==> config.mk <==
export PLATFORM = sky130hd
export DESIGN_NAME = sipo_deser
export DESIGN_NICKNAME = d
export VERILOG_FILES = /design/src/rtl/sipo_deser.sv
export SDC_FILE = /design/constraint.sdc
export NUM_CORES = 1
export LEC_CHECK = 0
export CAP_MARGIN = 40
export CELL_PAD_IN_SITES_DETAIL_PLACEMENT = 2
export CELL_PAD_IN_SITES_GLOBAL_PLACEMENT = 2
export CORE_UTILIZATION = 37
export DETAILED_ROUTE_END_ITERATION = 8
export DONT_BUFFER_PORTS = 1
export PLACE_DENSITY_LB_ADDON = 0.2
export SLEW_MARGIN = 20
export SYNTH_ARGS = -nofsm -noshare
export SYNTH_HDL_FRONTEND = slang
export SYNTH_SLANG_ARGS = --single-unit
==> constraint.sdc <==
create_clock -name clk -period 1.8 [get_ports clk]
set_input_delay 0.45 -clock clk [delete_from_list [all_inputs] [get_ports clk]]
set_output_delay 0.45 -clock clk [all_outputs]
set_load 0.005 [all_outputs]
==> src/rtl/sipo_deser.sv <==
// sipo_deser: MSB-first serial-to-parallel deserializer feeding a one-entry valid/ready output register.
// Latency: word appears WIDTH cycles after its i_frame; a word completing while the output is held is dropped (o_ovf).
// Optional SIPO_DESER_ABORT_CNT_EN adds o_abort_cnt, an 8-bit saturating count of o_abort pulses.
module sipo_deser #(
   parameter int WIDTH = 8
) (
   input  logic             clk,
   input  logic             rst,
   input  logic             i_data,
   input  logic             i_frame,
   output logic [WIDTH-1:0] o_data,
   output logic             o_valid,
   input  logic             i_ready,
   output logic             o_abort,
`ifdef SIPO_DESER_ABORT_CNT_EN
   output logic             o_ovf,
   output logic [7:0]       o_abort_cnt
`else
   output logic             o_ovf
`endif
);

   localparam int CW = $clog2(WIDTH + 1);
   localparam int SW = WIDTH - 1;
   localparam logic [CW-1:0] LAST = CW'(WIDTH - 1);

   typedef enum logic {IDLE, SHIFT} state_t;

   state_t           state, state_nxt;
   logic [CW-1:0]    cnt, cnt_nxt;
   logic [SW-1:0]    shreg, shreg_nxt;
   logic [WIDTH-1:0] shifted;
   logic [WIDTH-1:0] data_nxt;
   logic             valid_nxt;
   logic             abort_nxt;
   logic             ovf_nxt;

   // Only WIDTH-1 bits need storing: the LSB is taken straight from i_data on completion.
   assign shifted = {shreg, i_data};

   always_comb begin
      state_nxt = state;
      cnt_nxt   = cnt;
      shreg_nxt = shreg;
      data_nxt  = o_data;
      valid_nxt = o_valid;
      abort_nxt = 1'b0;
      ovf_nxt   = 1'b0;

      if (o_valid && i_ready) begin
         valid_nxt = 1'b0;
      end

      case (state)
         IDLE: begin
            if (i_frame) begin
               state_nxt = SHIFT;
               cnt_nxt   = CW'(1);
               shreg_nxt = SW'(i_data);
            end
         end
         SHIFT: begin
            if (i_frame) begin
               abort_nxt = 1'b1;
               cnt_nxt   = CW'(1);
               shreg_nxt = SW'(i_data);
            end else begin
               cnt_nxt   = cnt + CW'(1);
               shreg_nxt = shifted[SW-1:0];
               if (cnt == LAST) begin
                  state_nxt = IDLE;
                  // A simultaneous accept frees the register in time for the new word.
                  if (!o_valid || i_ready) begin
                     data_nxt  = shifted;
                     valid_nxt = 1'b1;
                  end else begin
                     ovf_nxt = 1'b1;
                  end
               end
            end
         end
         default: state_nxt = IDLE;
      endcase
   end

   always_ff @(posedge clk) begin
      if (rst) begin
         state   <= IDLE;
         cnt     <= '0;
         shreg   <= '0;
         o_data  <= '0;
         o_valid <= 1'b0;
         o_abort <= 1'b0;
         o_ovf   <= 1'b0;
      end else begin
         state   <= state_nxt;
         cnt     <= cnt_nxt;
         shreg   <= shreg_nxt;
         o_data  <= data_nxt;
         o_valid <= valid_nxt;
         o_abort <= abort_nxt;
         o_ovf   <= ovf_nxt;
      end
   end

`ifdef SIPO_DESER_ABORT_CNT_EN
   always_ff @(posedge clk) begin
      if (rst) begin
         o_abort_cnt <= '0;
      end else if (abort_nxt && (o_abort_cnt != 8'hFF)) begin
         o_abort_cnt <= o_abort_cnt + 8'd1;
      end
   end
`endif

endmodule

After elaboration in Yosys (flattened, before gate mapping)

Cells that the tools add are included.

Add/sub/neg operators: 1
Bitwise operators: 3
Reductions and logical operators: 6
Multiplexer cells: 16
Eq/ne operators: 2

Operators with widths:

| kind                  | number |
|---|---|
| $mux W7               | 2 |
| $pmux W7 S2           | 1 |
| $mux W1               | 9 |
| $mux W4               | 2 |
| $pmux W4 S2           | 1 |
| $add A4 B1 Y4 const B | 1 |
| $eq A4 B3 Y1 const B  | 1 |
| $reduce_and A4 Y1     | 1 |
| $reduce_or A4 Y1      | 1 |
| $not A1 Y1            | 3 |
| $ne A2 B2 Y1 const B  | 1 |
| $pmux W1 S2           | 1 |
| $reduce_or A2 Y1      | 1 |
| $logic_and A1 B1 Y1   | 1 |
| $logic_not A1 Y1      | 1 |
| $logic_or A1 B1 Y1    | 1 |

Input bits: 5
Word-level logic and storage cells: 35
Bits in registers: 23

Logic depth before layout (Yosys ltp)

Depth in word-level cells: 6
Gate-level depth with buffers: 5
Gate-level depth less buffers: 4

Worst setup path before layout

OpenSTA, ideal clock, no wires.

Path type: reg2reg
Start: reg cnt[0]
End: reg o_data[0]
Library setup time: 0.072 ns
Clock period less this slack: 1.268 ns
Stages on the path, launching flop included: 6
Setup slack: 0.532 ns
Data arrival time: 1.196 ns
Cells stage by stage: dfxtp_1 ha_1 nand4b_2 nor3b_2 buf_4 mux2i_1

Longest elaborated chain between the ends: 2

Ends and longest elaborated chain:

| item                        | RTL line | RTL |
|---|---|---|
| start: declaration          | 30       | `logic [CW-1:0] cnt, cnt_nxt;` |
| start signal: assignment    | 97       | `cnt <= cnt_nxt;` |
| $eq A4 B3 Y1                | 70       | `if (cnt == LAST) begin` |
| $reduce_and A4 Y1 (no line) | --       |  |
| end signal: assignment      | 99       | `o_data <= data_nxt;` |
| end: declaration            | 11       | `output logic [WIDTH-1:0] o_data,` |

Every way passes these cells.
A chain may end at the register's enable or synchronous reset.

Worst setup path after layout

Start: reg cnt[0]
End: reg o_data[3]

Same word-level chain as after synthesis.

==> flow_metrics.env <==
export IMPL_vdd_ir_drop_max_mv=0.373
export IMPL_ys_warn_count=0
export IMPL_ctsResizeCount=0
export IMPL_htree_levels=1
export IMPL_slew_viol_final=0
export IMPL_total_power_uw=795
export IMPL_drive_gt1_share_pct=8.60
export IMPL_initial_core_util_pct=40.5
export IMPL_drtPass1Iterations=3
export IMPL_design_area_um2=975
export IMPL_syn_inst=92
export IMPL_fmax_ghz=0.683
export IMPL_core_area_um2=2280
export IMPL_relSlewSlack_pct=84.9
export IMPL_finalNonFillerCells=121
export IMPL_cts_buffer_depth=2
export IMPL_post_cts_buffers=0
export IMPL_postSynthAreaPerCell_um2=10.0
export IMPL_syn_area_um2=922
export IMPL_place_area_um2=948
export IMPL_initialDrtViolationCount=1
export IMPL_die_area_um2=2700
export IMPL_min_period_over_period_pct=81.4
export IMPL_wirelength_um=1720
export IMPL_hold_ws_ns=0.197
export IMPL_syn_nets=98
export IMPL_n_antenna_cell=0
export IMPL_synth_top_cell_area_share_pct=49.9
export IMPL_dieHeight_um=51.9
export IMPL_cts_clk_slew_worst_paths_ns=0.12
export IMPL_drc_errors=0
export IMPL_drtAntennaViolNets=0
export IMPL_dp_hpwl_um=1260
export IMPL_n_fill_cell=252
export IMPL_place_congestion=0.650
export IMPL_vias=596
export IMPL_powerDensity_nw_per_um2=816
export IMPL_clk_latency_ns=0.30
export IMPL_ios=16
export IMPL_skew_ns=0.00456
export IMPL_post_drt_wl_per_cell_um=14.2
export IMPL_grt_pass1_wl_um=3000
export IMPL_critPathArrivalTime_ns=1.70
export IMPL_hp_class="in -> reg"
export IMPL_cts_tree="done"
export IMPL_path_class="reg -> reg"
export IMPL_portBuffers=0
export IMPL_clkSinkCount=23
export IMPL_via_per_inst=4.93
export IMPL_crit_family="flip-flops"
export IMPL_numCtsBuffers=3
export IMPL_place_inst=117
export IMPL_grt_pass1_vias=644
export IMPL_cts_root_buffer_cell="clkbuf_4"
export IMPL_cap_violations=0
export IMPL_yosys_top_cells_area="dfxtp_1, mux2i_1, nand2b_1"
export IMPL_yosysSeqAreaShare_pct=49.9
export IMPL_antenna_found_initial=0
export IMPL_tns_ns=0
export IMPL_worst_pin_slew_ns=0.225
export IMPL_synth_seq_cells=23
export IMPL_critPathBufInv=1
export IMPL_regArea_um2=460
export IMPL_nets=100
export IMPL_synthDistinctLibCells=19
export IMPL_cpPeakStageDelay_ns=0.40
export IMPL_critPathLaunchType="register"
export IMPL_leakagePower_nw=0.348
export IMPL_die_w_um=51.9
export IMPL_overflow=0
export IMPL_cp_slowest_cell="dfxtp_1"
export IMPL_rsz0062_at_grt="false"
export IMPL_rows=17
export IMPL_track_usage_pct=15.4
export IMPL_yosysTopAreaCell="dfxtp_1"
export IMPL_fin_crit_ns=1.46
export IMPL_syn2layout_area_growth_pct=5.70
export IMPL_crit_fanout=8
export IMPL_setup_viol_count_final=0
export IMPL_outcome="finished clean"
export IMPL_finalHoldViolCount=0
export IMPL_holdBufCountCts=0
export IMPL_crit_chain="ha_1 -> nand4b_2 -> nor3b_2 -> buf_4 -> mux2i_1"
export IMPL_grt_max_degree=23
export IMPL_multi_input_area_um2=438
export IMPL_required_ns=2.04
export IMPL_end_kind="register"
state kept, by name, indices dropped and copies added (netlist names):
register  count
o_ovf         1
o_abort       1
shreg         7
o_data        8
cnt           4
o_valid       1
state         1
final timing paths:
check	cells past startpoint	end	slack, ns	startpoint
worst max-delay path	5	o_data[3]	0.34	cnt[0]
worst min-delay path	1	shreg[0]	0.20	rst
worst max register to register	5	o_data[3]	0.34	cnt[0]
worst min register to register	2	shreg[0]	0.48	shreg[0]
layer usage:
layer	wire [µm]	vias to the layer above	part of all wire [%]	track usage [%]
li1	-	302	-	-
met1	795	283	46	18.2
met2	827	9	48	25.0
met3	77	2	4.5	4.39
met4	17	0	0.99	8.11
met5	0	-	0	0
power by group:
| group | switching (mW) | internal (mW) | leakage [nW] |
|---|---|---|---|
| Sequential | 0.00567 | 0.516 | 0.186 |
| Clock | 0.147 | 0.0862 | 0.0150 |
| Combinational | 0.0195 | 0.0200 | 0.147 |
layout make-up:
type | count | area share (%)
tap | 28 | 3.59
sequential | 23 | 47.2
timing repair buffer | 2 | 1.54
clock buffer | 4 | 2.70
multi-input combinational | 64 | 44.9
cell usage in the layout (no fill, tap or decap):
cell and count:
nand4_1 1, dfxtp_1 23, nand3b_1 1, nor2_1 15, ha_1 1, o21ai_0 1, nand4b_2 1, or2_2 1
mux2i_1 15, xor2_1 3, nand2_1 3, nor3_1 1, nand2b_1 17, nor3b_2 1, o21a_1 1, clkbuf_1 1
clkbuf_4 3, a21oi_1 2, buf_4 2
Yosys cell counts (all sizes together):
cell type  number
ha              1
a21oi           2
xor2            3
nand3b          1
nor3            1
nand2b         17
or2             1
nand4           1
nand2           3
mux2i          15
nand4b          1
o21a            1
o21ai           1
nor3b           1
nor2           15
dfxtp          23
buf             2
clkbuf          3
logic make-up after synthesis:
logic type | count (synthesis) | synth area share, %
xor gates and xnor gates | 3 | 2.85
and+or+nand+nor | 41 | 24.6
buffers and inverters | 5 | 2.58
adders and majority gates | 1 | 1.36
DFF | 23 | 49.9
muxes | 15 | 16.3
AOI/OAI and AO/OA | 4 | 2.44
stage by stage:
step	setup slack (ns)	utilization [%]
2_1_floorplan	0.532	-
5_1_grt	0.231	42.8
4_1_cts	0.302	42.8
6_report	0.336	42.8
3_5_place_dp	0.334	41.7
3_3_place_gp	0.438	41.7
No activity file was read; power rests on OpenSTA's default activity.
